### src/rtl/spi_slave_port_pkg.sv
// Shared constants and types for the SPI mode-0 slave port.
// Holds the frame state encoding and the byte sent when TX has nothing to offer.
package spi_slave_port_pkg;

  localparam logic [0:0] ST_IDLE   = 1'b0;
  localparam logic [0:0] ST_ACTIVE = 1'b1;

  localparam logic [7:0] TX_IDLE_BYTE = 8'hFF;

  typedef struct packed {
    logic level;
    logic rise;
    logic fall;
  } pin_evt_t;

endpackage

### src/rtl/spi_slave_port_pin_sync.sv
// Multi-flop synchronizer for one asynchronous SPI pin, plus single-cycle
// rise/fall pulses derived from the synchronized level.
module pin_sync
  import spi_slave_port_pkg::*;
#(
  parameter int STAGES = 2
) (
  input  logic     clk,
  input  logic     resetn,
  input  logic     pin_i,
  output pin_evt_t evt_o
);

  logic [STAGES-1:0] sync_q, sync_d;
  logic              prev_q, prev_d;

  always_comb begin
    sync_d = {sync_q[STAGES-2:0], pin_i};
    prev_d = sync_q[STAGES-1];
  end

  // Preloading to 1 makes a pin held low through reset look like a fresh falling edge.
  always_ff @(posedge clk or negedge resetn) begin
    if (!resetn) begin
      sync_q <= '1;
      prev_q <= 1'b1;
    end else begin
      sync_q <= sync_d;
      prev_q <= prev_d;
    end
  end

  always_comb begin
    evt_o.level = sync_q[STAGES-1];
    evt_o.rise  = sync_q[STAGES-1] & ~prev_q;
    evt_o.fall  = ~sync_q[STAGES-1] & prev_q;
  end

endmodule

### src/rtl/spi_slave_port.sv
// SPI mode-0 slave port fully in the clk domain: synchronized pins, byte RX
// with first-byte flag, and a single-entry TX holding register with underrun.
module spi_slave_port
  import spi_slave_port_pkg::*;
#(
  parameter int SYNC_STAGES = 2
) (
  input  logic       clk,
  input  logic       resetn,
  input  logic       spi_csn_i,
  input  logic       spi_sck_i,
  input  logic       spi_mosi_i,
  output logic       spi_miso_o,
  output logic [7:0] rx_byte_o,
  output logic       rx_valid_o,
  output logic       rx_first_o,
  input  logic [7:0] tx_byte_i,
  input  logic       tx_load_i,
  output logic       tx_ready_o,
  output logic       tx_underrun_o,
  output logic       sel_o,
  output logic       frame_end_o
);

  pin_evt_t csn_evt, sck_evt, mosi_evt;

  pin_sync #(.STAGES(SYNC_STAGES)) u_csn_sync  (.clk(clk), .resetn(resetn), .pin_i(spi_csn_i),  .evt_o(csn_evt));
  pin_sync #(.STAGES(SYNC_STAGES)) u_sck_sync  (.clk(clk), .resetn(resetn), .pin_i(spi_sck_i),  .evt_o(sck_evt));
  pin_sync #(.STAGES(SYNC_STAGES)) u_mosi_sync (.clk(clk), .resetn(resetn), .pin_i(spi_mosi_i), .evt_o(mosi_evt));

  logic unused_evt;
  assign unused_evt = ^{csn_evt.level, sck_evt.level, mosi_evt.rise, mosi_evt.fall};

  logic [0:0] state_q, state_d;
  logic [2:0] bit_cnt_q, bit_cnt_d;
  logic       first_q, first_d;
  logic [7:0] rx_shift_q, rx_shift_d;
  logic [7:0] tx_shift_q, tx_shift_d;
  logic [7:0] hold_q, hold_d;
  logic       hold_full_q, hold_full_d;
  logic [7:0] rx_byte_q, rx_byte_d;
  logic       rx_valid_q, rx_valid_d;
  logic       rx_first_q, rx_first_d;
  logic       underrun_q, underrun_d;
  logic       frame_end_q, frame_end_d;
  logic       consume;

  always_comb begin
    state_d     = state_q;
    bit_cnt_d   = bit_cnt_q;
    first_d     = first_q;
    rx_shift_d  = rx_shift_q;
    tx_shift_d  = tx_shift_q;
    hold_d      = hold_q;
    hold_full_d = hold_full_q;
    rx_byte_d   = rx_byte_q;
    rx_valid_d  = 1'b0;
    rx_first_d  = 1'b0;
    underrun_d  = 1'b0;
    frame_end_d = 1'b0;
    consume     = 1'b0;

    if (state_q == ST_IDLE) begin
      if (csn_evt.fall) begin
        state_d   = ST_ACTIVE;
        bit_cnt_d = 3'd0;
        first_d   = 1'b1;
        consume   = 1'b1;
      end
    end else if (csn_evt.rise) begin
      state_d     = ST_IDLE;
      bit_cnt_d   = 3'd0;
      rx_shift_d  = TX_IDLE_BYTE;
      frame_end_d = 1'b1;
    end else begin
      if (sck_evt.rise) begin
        rx_shift_d = {rx_shift_q[6:0], mosi_evt.level};
        bit_cnt_d  = bit_cnt_q + 3'd1;
        if (bit_cnt_q == 3'd7) begin
          rx_byte_d  = rx_shift_d;
          rx_valid_d = 1'b1;
          rx_first_d = first_q;
          first_d    = 1'b0;
        end
      end
      // A falling edge with the counter at zero can only follow bit 7.
      if (sck_evt.fall) begin
        if (bit_cnt_q == 3'd0) begin
          consume = 1'b1;
        end else begin
          tx_shift_d = {tx_shift_q[6:0], 1'b1};
        end
      end
    end

    if (consume) begin
      if (hold_full_q) begin
        tx_shift_d  = hold_q;
        hold_full_d = 1'b0;
      end else begin
        tx_shift_d = TX_IDLE_BYTE;
        underrun_d = 1'b1;
      end
    end

    if (tx_load_i && !hold_full_q) begin
      hold_d      = tx_byte_i;
      hold_full_d = 1'b1;
    end
  end

  always_ff @(posedge clk or negedge resetn) begin
    if (!resetn) begin
      state_q     <= ST_IDLE;
      bit_cnt_q   <= 3'd0;
      first_q     <= 1'b0;
      rx_shift_q  <= TX_IDLE_BYTE;
      tx_shift_q  <= TX_IDLE_BYTE;
      hold_q      <= TX_IDLE_BYTE;
      hold_full_q <= 1'b0;
      rx_byte_q   <= 8'h00;
      rx_valid_q  <= 1'b0;
      rx_first_q  <= 1'b0;
      underrun_q  <= 1'b0;
      frame_end_q <= 1'b0;
    end else begin
      state_q     <= state_d;
      bit_cnt_q   <= bit_cnt_d;
      first_q     <= first_d;
      rx_shift_q  <= rx_shift_d;
      tx_shift_q  <= tx_shift_d;
      hold_q      <= hold_d;
      hold_full_q <= hold_full_d;
      rx_byte_q   <= rx_byte_d;
      rx_valid_q  <= rx_valid_d;
      rx_first_q  <= rx_first_d;
      underrun_q  <= underrun_d;
      frame_end_q <= frame_end_d;
    end
  end

  assign spi_miso_o    = (state_q == ST_ACTIVE) ? tx_shift_q[7] : 1'b1;
  assign rx_byte_o     = rx_byte_q;
  assign rx_valid_o    = rx_valid_q;
  assign rx_first_o    = rx_first_q;
  assign tx_ready_o    = ~hold_full_q;
  assign tx_underrun_o = underrun_q;
  assign sel_o         = (state_q == ST_ACTIVE);
  assign frame_end_o   = frame_end_q;

endmodule
### config.mk
export PLATFORM = sky130hd
export DESIGN_NAME = spi_slave_port
export DESIGN_NICKNAME = d
export VERILOG_FILES = /design/src/rtl/spi_slave_port_pkg.sv /design/src/rtl/spi_slave_port_pin_sync.sv /design/src/rtl/spi_slave_port.sv
export SDC_FILE = /design/constraint.sdc
export NUM_CORES = 1
export LEC_CHECK = 0
export BUFFER_PORTS_ARGS = -buffer_cell sky130_fd_sc_hd__buf_4
export CELL_PAD_IN_SITES_DETAIL_PLACEMENT = 1
export CELL_PAD_IN_SITES_GLOBAL_PLACEMENT = 1
export CORE_UTILIZATION = 46
export DETAILED_ROUTE_END_ITERATION = 6
export HOLD_SLACK_MARGIN = 0.1
export PLACE_DENSITY_LB_ADDON = 0.08
export SLEW_MARGIN = 40
export SYNTH_ARGS = -nofsm -noshare
export SYNTH_HDL_FRONTEND = slang
export SYNTH_SLANG_ARGS = --single-unit
### constraint.sdc
create_clock -name clk -period 1.79 [get_ports clk]
set_input_delay 0.0895 -clock clk [delete_from_list [all_inputs] [get_ports clk]]
set_output_delay 0.0895 -clock clk [all_outputs]
set_load 0.02 [all_outputs]
[Yosys cells after proc, flatten, opt, wreduce, memory -nomap -nowiden]
Cells that the tools add are included.
Storage, ports and cells
  flip-flop bits (word level): 49
  input bits: 14
  output and inout bits: 15
  logic and storage cells: 87
Cells by class
  $add $sub $neg: 1
  eq/ne operators: 7
  mux-type cells: 39
  bitwise operators: 10
  reduce and logical (&&, ||, !) cells: 13
Operator list (count)
  $mux 8: 6
  $mux 1: 27
  $mux 7: 2
  $mux 3: 4
  $reduce_and 4->1: 3
  $reduce_bool 2->1: 5
  $ne 2x2->1 const B: 3
  $not 1->1: 6
  $and 1x1->1: 4
  $ne 2x1->1 const B: 2
  $reduce_and 2->1: 2
  $add 3x1->3 const B: 1
  $eq 3x3->1 const B: 1
  $logic_not 3->1: 1
  $ne 3x3->1 const B: 1
  $logic_and 1x1->1: 1
  $logic_not 1->1: 1

[Logic depth before layout (Yosys ltp)]
Gate-level depths: netlist of the first run.
  depth in word-level cells: 7
  mapped depth: 6
  gate-level depth less buffers: 6

[By module]
Synthesis of the first run repeated with hierarchy kept, for this count alone.
Unflattened totals
  cell total of the unflattened synthesis: 172
  area, all modules: 2230.9 um^2
By module, submodules not included
  spi_slave_port: instances 1, cells an instance 154, area an instance 1926.8 um^2, seq. area each 1054.8 um^2
  pin_sync: instances 3, cells an instance 6, area an instance 101.3 um^2, seq. area each 78.8 um^2

[Least setup slack after synthesis of the first run]
Ideal clock, no wire load.
  path type: register to register
  start point: reg state_q, in the netlist sel_o
  end point: reg tx_shift_q[2]
  setup time: 0.082 ns
  arrival time: 1.495 ns
  data required time: 1.708 ns
  slack: 0.212 ns
  stages on the path, launching flop included: 5
  buffers on the path: 1
  clock period less this slack: 1.578 ns
  path through: dfrtp_1 and4b_1 or3_1 buf_6 mux2_4
On the way
  cells in the longest elaborated chain, start to end: 3
  elaborated cells between the ends (all ways): 7
  classes of those cells: eq/ne (2); mux (2); reduce/logical (3)
Ends and longest elaborated chain
  start: declaration: RTL line spi_slave_port.sv:34  | logic [0:0] state_q, state_d;
  start signal: assignment: RTL line spi_slave_port.sv:127  | state_q <= state_d;
  $mux 1: RTL line spi_slave_port.sv:63  | if (state_q == ST_IDLE) begin
  $ne 2x2->1 (no line), or another cell as far along
  $reduce_and 4->1 (no line)
  end signal: assignment: RTL line spi_slave_port.sv:131  | tx_shift_q <= tx_shift_d;
  end: declaration: RTL line spi_slave_port.sv:38  | logic [7:0] tx_shift_q, tx_shift_d;
Several ways; a longest one is shown, not always the timed one.
A chain may end at the register's enable or synchronous reset.

[Worst setup path in the final report of the first run]
  start point: reg bit_cnt_q[1]
  end point: reg tx_shift_q[0]
On the way
  cells in the longest elaborated chain, start to end: 7
  elaborated cells between the ends (all ways): 11
  classes of those cells: eq/ne (2); mux (5); reduce/logical (4)
Ends and longest elaborated chain
  start: declaration: RTL line spi_slave_port.sv:35  | logic [2:0] bit_cnt_q, bit_cnt_d;
  start signal: assignment: RTL line spi_slave_port.sv:128  | bit_cnt_q <= bit_cnt_d;
  $logic_not 3->1 (*): RTL line spi_slave_port.sv:88  | if (bit_cnt_q == 3'd0) begin
  $mux 1: RTL line spi_slave_port.sv:88
  $mux 1: RTL line spi_slave_port.sv:87  | if (sck_evt.fall) begin
  $mux 1: RTL line spi_slave_port.sv:70  | end else if (csn_evt.rise) begin
  $mux 1: RTL line spi_slave_port.sv:63
  $ne 2x2->1 (no line), or another cell as far along
  $reduce_and 4->1 (no line)
Every way passes the cells marked *; elsewhere a longest branch is shown, timed or not.

==> results of run 1 <==
[timing repair]
item | in CTS | in global routing
resized for setup | 1 | 3
endpoints found under the hold margin | 29 | 0
setup endpoints to repair | 1 | 7
hold buffers | 12 | 0
[power groups by stage]
stage,clock network (mW),registers [mW],logic (mW)
after global placement,0,1.75,0.961
after CTS,0.726,1.78,1.06
after floorplan,0,1.80,0.598
final,0.724,1.78,1.08
after global routing,0.770,1.83,1.15
after detailed placement,0,1.79,1.03
[critical path, cell delays in order, from the launching register on]
cell      delay [ns]
dfrtp_1         0.42
inv_1           0.08
ha_1            0.14
and4bb_2        0.36
o211ai_4        0.14
nor2b_2         0.20
o32a_1          0.31
[registers in the layout, summed over array words and instances (netlist names)]
name	count
bit_cnt_q	3
first_q	1
frame_end_o	1
hold_full_q	1
hold_q	8
rx_byte_o	8
rx_first_o	1
rx_shift_q	7
rx_valid_o	1
sel_o	1
tx_shift_q	8
tx_underrun_o	1
u_csn_sync.prev_q	1
u_csn_sync.sync_q	2
u_mosi_sync.sync_q	2
u_sck_sync.prev_q	1
u_sck_sync.sync_q	2
[logic make-up after synthesis]
group                      Yosys count  synth area share [%]
AOI/OAI and AO/OA                   29                 10.98
adders and majority gates            3                 1.831
buffers and inverters               11                 2.562
DFF                                 49                 61.68
muxes                               21                 12.45
and+or+nand+nor                     37                 10.49
[stage by stage]
step           util [%]  area [sq um]  setup slack, ns  power (mW)  cells
2_1_floorplan         -          2051           0.2123       2.396    150
3_3_place_gp      56.97          2361          0.07688       2.715    232
3_5_place_dp      56.97          2361          0.02350       2.816    232
4_1_cts           62.41          2586          0.01085       3.567    252
5_1_grt           62.80          2603        0.0009959       3.752    252
6_report          62.80          2603          0.05880       3.583    252
[cell type report]
class | count | area [sq um]
clock buffer | 7 | 96.34
clock inverter | 1 | 5.005
fill | 418 | 1541
inverter | 6 | 22.52
multi-input combinational | 90 | 753.2
sequential | 49 | 1265
tap | 50 | 62.56
timing repair buffer | 49 | 397.9
[layer usage]
metal	part of all wire (%)	up-vias	GRT usage [%]	routed length, microns
li1	-	638	-	-
met1	42	704	28.18	2088
met2	53	33	43.87	2644
met3	3.3	6	5.263	164
met4	1.3	0	11.22	66
met5	0	-	0	0
[cell usage after synthesis, drive strengths merged]
library cell / instances
and4b: 1
nand2b: 4
nor3b: 1
a21oi: 2
nand3: 1
dfrtp: 18
a2bb2oi: 5
or3: 1
o22a: 7
o21ai: 4
mux2: 21
buf: 4
and4bb: 1
clkbuf: 1
a211oi: 2
o21a: 1
dfstp: 31
a32oi: 2
and2: 1
nor3: 1
nand4: 1
ha: 3
nor2: 12
and3: 2
a31oi: 2
a21o: 2
nor2b: 6
nand2: 4
inv: 6
o211ai: 1
o32a: 1
nor4bb: 1
[worst max-delay path by stage]
stage	end	slack, ns	cells after the start	from
5_1_grt	tx_shift_q[0]	0.001	6	bit_cnt_q[0]
2_1_floorplan	tx_shift_q[2]	0.21	4	sel_o
3_5_place_dp	tx_shift_q[6]	0.02	6	bit_cnt_q[0]
6_report	tx_shift_q[0]	0.06	6	bit_cnt_q[1]
4_1_cts	tx_shift_q[0]	0.01	6	bit_cnt_q[1]
3_3_place_gp	tx_shift_q[4]	0.08	3	u_sck_sync.sync_q[1]
[cell usage in the layout (no fill, tap or decap), types with 3 or more instances in the layout]
cell type	netlist	layout
a2bb2oi_1	5	5
buf_4	0	37
clkbuf_8	0	7
dfrtp_1	18	18
dfstp_2	31	31
dlygate4sd3_1	0	12
ha_1	3	3
inv_1	6	6
mux2_2	16	16
mux2_4	5	5
nand2_1	4	4
nand2b_1	4	4
nor2_1	12	12
nor2b_1	6	5
o21ai_0	3	3
o22a_1	7	7
==> results.cfg, run 1 <==
[global_route]
grt_pass1_wl_microns = 7838
grt_usage_pct = 24.65
grt_max_degree = 50
grt_pass1_vias = 1534
grt-ovfl-total = 0
antenna_found_initial = 0

[drt]
drcViolationCount = 0
routed_wl_microns = 4964
vias = 1381
viasPerCell = 5.480
antenna_left = 0
drtPass1Iterations = 4
post_drt_wl_per_cell_microns = 19.70
drtIter0Drc = 48

[worst_setup_path]
rr_endpoint = tx_shift_q[0]
reg2reg_slack_ns = 0.06
critPathMaxFanout = 6
crit_required_ns = 2.02
crit_path_end_kind = flip-flop
r2r_cells = 6
crit_type = reg -> reg
cp.arrival_ns = 1.96
r2r-start = bit_cnt_q[1]
start_kind = flip-flop

[synthesis]
ys_warn_count = 0
synth_nets = 167
ys_seq_elements = 49
yosysTopAreaCell = dfstp_2
avgSynthCellArea_sq_um = 13.67
yosysUniqueCellTypes = 35
syn_inst = 150
synth_area_leaders = dfstp_2 40%, dfrtp_1 22%, mux2_2 8.8%
synth_top_area_share_pct = 39.72
seq_area_frac_synth_pct = 61.68
synth_area_sq_mm = 0.002051

[power_and_ir_drop]
comb_power_share_pct = 30.1
power.switching_mw = 1.105
peakVddDrop_uv = 770.0
p_seq_share_pct = 49.7
clkPwrFrac_pct = 20.2
switching_share_pct = 30.84
p_leak_nw = 1.174
power_density_mw_per_mm2 = 1377
p_int_mw = 2.478

[cells_and_area]
nets = 218
areaGrowthSynthToFinish_pct = 26.91
layout-drive-gt1-share_pct = 51.49
antenna_cells = 0

[timing]
timing.fmax_ghz = 0.5776
hold_viol_final = 0
rsz0062_at_grt = no
worstMarginPinSlew_ns = 0.6019
final-setup-viol-count = 0
slew_viol_final = 0
post-route-min-period_ns = 1.731
timing.hold.ws_ns = 0.2538
fin_skew_ns = 0.007728
finalCritPeriodShare_pct = 96.72
timing.slew.headroom_pct = 59.87
final.setup.tns_ns = 0

[floorplanning]
floorplan.die_area_sq_mm = 0.004729
rows = 23
core_area_sq_mm = 0.004144
die_h_microns = 68.77
num_io_pins = 29
die_w_microns = 68.77
start_util_pct = 49.49

[clock_tree]
cts_tree = built
cts_inserted_buffers = 5
post_cts_buffers = 0
clkLatencyLatePin_ns = 0.31
clk_path_buf_depth = 2
root_buffer = clkbuf_8
cts.clk_slew.worst_paths_ns = 0.09
cts_sinks = 49
htreeDepth = 2

[placement]
numPortBuffers = 28
dpl.hpwl_microns = 3218
gp_congestion = 0.7621

[job]
cap_violations = 0

[min_path]
hold_path_class = in -> reg
whs_path_depth = 3
holdCritStartpoint = tx_load_i
hold_path_end = hold_full_q

[outcome]
status = finished clean
(Power assumes the default switching activity.)
==> run 2: changes to the inputs <==
CORE_UTILIZATION = 35   (was 46)
==> results.cfg, run 2 (same netlist as run 1, synthesis figures left out) <==
[floorplanning]
floorplan.die_area_sq_mm = 0.006169
die_w_microns = 78.55
num_io_pins = 29
start_util_pct = 36.79
core_area_sq_mm = 0.005574
die_h_microns = 78.55
rows = 27

[power_and_ir_drop]
p_leak_nw = 1.187
power_density_mw_per_mm2 = 1352
peakVddDrop_uv = 603.2

[clock_tree]
root_buffer = clkbuf_8
cts_tree = built
cts_sinks = 49
clk_path_buf_depth = 2
clkLatencyLatePin_ns = 0.29
cts.clk_slew.worst_paths_ns = 0.09
htreeDepth = 2
cts_inserted_buffers = 5

[worst_setup_path]
crit_path_top_delay_cell = dfrtp_1
r2r_cells = 6
critPathMaxFanout = 6
crit_type = reg -> reg
rr_endpoint = tx_shift_q[0]
path_cells = inv_1 > ha_1 > and4bb_2 > o211ai_4 > nor2b_1 > o32a_1
r2r-start = bit_cnt_q[0]
reg2reg_slack_ns = 0.11
start_kind = flip-flop
crit_required_ns = 2.02
cp.arrival_ns = 1.91
critPathTopFamily = simple AND/OR/NAND/NOR gates
crit_path_end_kind = flip-flop
max_stage_delay_ns = 0.42
path_buf_inv = 1

[drt]
post_drt_wl_per_cell_microns = 15.33
drcViolationCount = 0
drtIter0Drc = 24
highest_layer = met4
met1Wirelength_microns = 2001
viasPerCell = 4.917
wl_met2_microns = 2064
antenna_left = 0
drtPass1Iterations = 4
routed_wl_microns = 4231
vias = 1357
wl_met3_microns = 122

[placement]
gp_congestion = 0.7411
dpl.hpwl_microns = 2991
numPortBuffers = 28
pre_cts_ws_ns = -0.01261
dpl_cell_area_sq_mm = 0.002389

[cells_and_area]
final_common_cell = buf_4
areaGrowthSynthToFinish_pct = 29.59
fin_util_pct = 47.68
stdcell_area_sq_mm = 0.002658
layout_common_cells = 39 x buf_4, 31 x dfstp_2, 18 x dfrtp_1
layout-drive-gt1-share_pct = 50.98
nets = 220
antenna_cells = 0

[timing]
timing.fmax_ghz = 0.5952
worst_slack_ns = 0.1098
post-route-min-period_ns = 1.680
worstMarginPinSlew_ns = 0.6063
timing.slew.headroom_pct = 59.58
timing.hold.ws_ns = 0.2530
hold_viol_final = 0
rsz0062_at_grt = no
finalCritPeriodShare_pct = 93.87
fin_skew_ns = 0.003801
final-setup-viol-count = 0
slew_viol_final = 0

[global_route]
grt-ovfl-total = 0
grt_max_degree = 50
grt_usage_pct = 14.88
grt_pass1_vias = 1473
grt_pass1_wl_microns = 7038
antenna_found_initial = 0

[min_path]
holdCritStartpoint = tx_load_i
whs_path_depth = 3
hold_path_end = hold_full_q
hold_path_class = in -> reg

[outcome]
status = finished clean

[job]
cap_violations = 0
run 2: cell count changes in the layout (fill, tap and decap cells not counted), sizes merged:
cell	before	now
bufinv	0	1
clkinv	1	0
buf	37	39
run 2: where the power goes:
group / internal (mW) / switching, mW / leakage [nW]
Combinational: 0.580 / 0.455 / 0.572
Sequential: 1.55 / 0.206 / 0.556
Clock: 0.456 / 0.346 / 0.0585
run 2: through the flow:
stage	power (mW)	cells	setup TNS, ns
6_report	3.593	276	0
5_1_grt	3.799	276	0
4_1_cts	3.631	274	0
3_5_place_dp	2.788	254	-0.01261
3_3_place_gp	2.732	254	0
2_1_floorplan	2.396	150	0
run 2: worst min-delay path, stage by stage:
cell	delay [ns]
buf_4	0.10
nor2b_1	0.16
a21o_1	0.16
run 2: how the worst max path moves through the flow:
stage	to	slack (ns)	cells after the start	from
floorplan	tx_shift_q[2]	0.21	4	sel_o
global placement	tx_shift_q[4]	0.06	3	u_sck_sync.sync_q[1]
detailed placement	tx_shift_q[6]	-0.01	6	bit_cnt_q[0]
CTS	tx_shift_q[0]	0.01	6	bit_cnt_q[0]
global route	tx_shift_q[6]	0.004	6	bit_cnt_q[0]
finish	tx_shift_q[0]	0.11	6	bit_cnt_q[0]
run 2: cell type report:
cell class              instances  area (sq um)
repair buffers                 51         412.9
multi-input cells              90         750.7
clock buffers                   7         86.33
fillers                       585          2917
clock inverters                 1         30.03
inverters                       6         22.52
flip-flops and latches         49          1265
well taps                      72         90.09
run 2: routing by layer:
| layer | up-vias | global-route usage (%) |
|---|---|---|
| li1 | 638 | - |
| met1 | 692 | 19.70 |
| met2 | 22 | 24.09 |
| met3 | 5 | 3.140 |
| met4 | 0 | 5.000 |
| met5 | - | 0 |
run 2: what timing repair did:
item / in CTS / in global routing
endpoints found under the hold margin: 29 / 0
buffers inserted: 0 / 2
resized for setup: 1 / 2
setup endpoints to repair: 1 / 7
pin swaps: 0 / 1
hold buffers: 12 / 0
==> run 3: changes to the inputs <==
PLACE_DENSITY_LB_ADDON = 0.1   (was 0.08)
==> results.cfg, run 3 (same netlist as run 1, synthesis figures left out) <==
[outcome]
status = finished clean

[drt]
routed_wl_microns = 4303
vias = 1346
antenna_left = 0
met1Wirelength_microns = 1946
drtIter0Drc = 51
post_drt_wl_per_cell_microns = 15.76
wl_met2_microns = 2181
viasPerCell = 4.930
drcViolationCount = 0
drtPass1Iterations = 3
highest_layer = met4
wl_met3_microns = 117

[worst_setup_path]
path_buf_inv = 1
reg2reg_slack_ns = 0.14
crit_path_end_kind = flip-flop
critPathTopFamily = simple AND/OR/NAND/NOR gates
start_kind = flip-flop
crit_type = reg -> reg
cp.arrival_ns = 1.89
r2r-start = bit_cnt_q[0]
path_cells = inv_1 > ha_1 > and4bb_2 > o211ai_4 > nor2b_1 > o32a_1
crit_required_ns = 2.02
crit_path_top_delay_cell = dfrtp_1
critPathMaxFanout = 6
max_stage_delay_ns = 0.42
crit_path_start = bit_cnt_q[0]

[clock_tree]
cts_inserted_buffers = 5
cts_tree = built
clkLatencyLatePin_ns = 0.30
cts.clk_slew.worst_paths_ns = 0.09
cts_sinks = 49
htreeDepth = 2
root_buffer = clkbuf_8
clk_path_buf_depth = 2

[cells_and_area]
areaGrowthSynthToFinish_pct = 28.25
nets = 217
layout-drive-gt1-share_pct = 50.25
stdcell_area_sq_mm = 0.002630
layout_common_cells = 36 x buf_4, 31 x dfstp_2, 18 x dfrtp_1
final_common_cell = buf_4
antenna_cells = 0
fin_util_pct = 47.18

[timing]
rsz0062_at_grt = no
finalCritPeriodShare_pct = 92.36
final-setup-viol-count = 0
hold_viol_final = 0
timing.fmax_ghz = 0.6049
post-route-min-period_ns = 1.653
slew_viol_final = 0
final.setup.tns_ns = 0
timing.slew.headroom_pct = 59.89
fin_skew_ns = 0.008433
worstMarginPinSlew_ns = 0.6017

[floorplanning]
die_w_microns = 78.55
core_area_sq_mm = 0.005574
start_util_pct = 36.79
num_io_pins = 29
die_h_microns = 78.55
rows = 27
floorplan.die_area_sq_mm = 0.006169

[power_and_ir_drop]
power_density_mw_per_mm2 = 1355
p_leak_nw = 1.168
peakVddDrop_uv = 683.6
p_total_mw = 3.562

[placement]
numPortBuffers = 28
gp_congestion = 0.7367
dpl.hpwl_microns = 3038
dpl_cell_area_sq_mm = 0.002381

[job]
cap_violations = 0

[min_path]
holdCritStartpoint = tx_load_i
hold_path_class = in -> reg

[global_route]
grt-ovfl-total = 0
grt_pass1_vias = 1438
grt_usage_pct = 15.62
grt_pass1_wl_microns = 7272
antenna_found_initial = 0
grt_max_degree = 50
==> run 3: cell types whose count changed in the layout (fill, tap and decap cells not counted) <==
cell,change
buf_4,-3
clkbuf_8,-1
clkinv_4,+1
==> run 3: metrics by stage <==
step | instances | hold WS, ns | worst slack, ns
floorplan | 150 | -0.2061 | 0.2123
global placement | 253 | 0.1351 | 0.06978
detailed placement | 253 | 0.1452 | 0.01488
CTS | 273 | 0.2238 | 0.03085
global route | 273 | 0.2477 | 0.02007
finish | 273 | 0.2370 | 0.1367
==> run 3: final timing paths <==
path / cells after the start / to
max: 6 / tx_shift_q[0]
min: 3 / hold_full_q
max reg2reg: 6 / tx_shift_q[0]
min reg2reg: 0 / u_csn_sync.sync_q[1]
max in group asynchronous: 2 / bit_cnt_q[1]
min in group asynchronous: 2 / rx_first_o
==> run 3: worst min-delay path, delay by kind of cell <==
family / cells / cell delay [ns]
simple gates: 1 / 0.15
compound gates: 1 / 0.15
buf+inv: 1 / 0.11
==> run 3: layout make-up <==
| type | instances | area (sq um) |
|---|---|---|
| Clock buffer | 6 | 72.57 |
| Clock inverter | 2 | 38.79 |
| Fill cell | 609 | 2944 |
| Inverter | 6 | 22.52 |
| Multi-Input combinational cell | 90 | 750.7 |
| Sequential cell | 49 | 1265 |
| Tap cell | 72 | 90.09 |
| Timing Repair Buffer | 48 | 390.4 |
==> run 3: layer usage <==
metal | global-route usage [%] | up-vias
li1 | - | 633
met1 | 20.54 | 687
met2 | 26.00 | 21
met3 | 2.791 | 5
met4 | 5.000 | 0
met5 | 0 | -
==> run 3: report_power, final <==
part | total, mW | internal (mW) | switching [mW]
sequential | 1.77 | 1.55 | 0.218
clock | 0.773 | 0.419 | 0.354
combinational | 1.02 | 0.572 | 0.448
==> run 3: timing repair <==
| item | in CTS | in global routing |
|---|---|---|
| hold endpoints to repair | 29 | 0 |
| gates cloned | 0 | 0 |
| setup buffers | 0 | 0 |
| gates resized for setup | 1 | 2 |
| hold buffers | 12 | 0 |
| endpoints found under the setup margin | 1 | 6 |
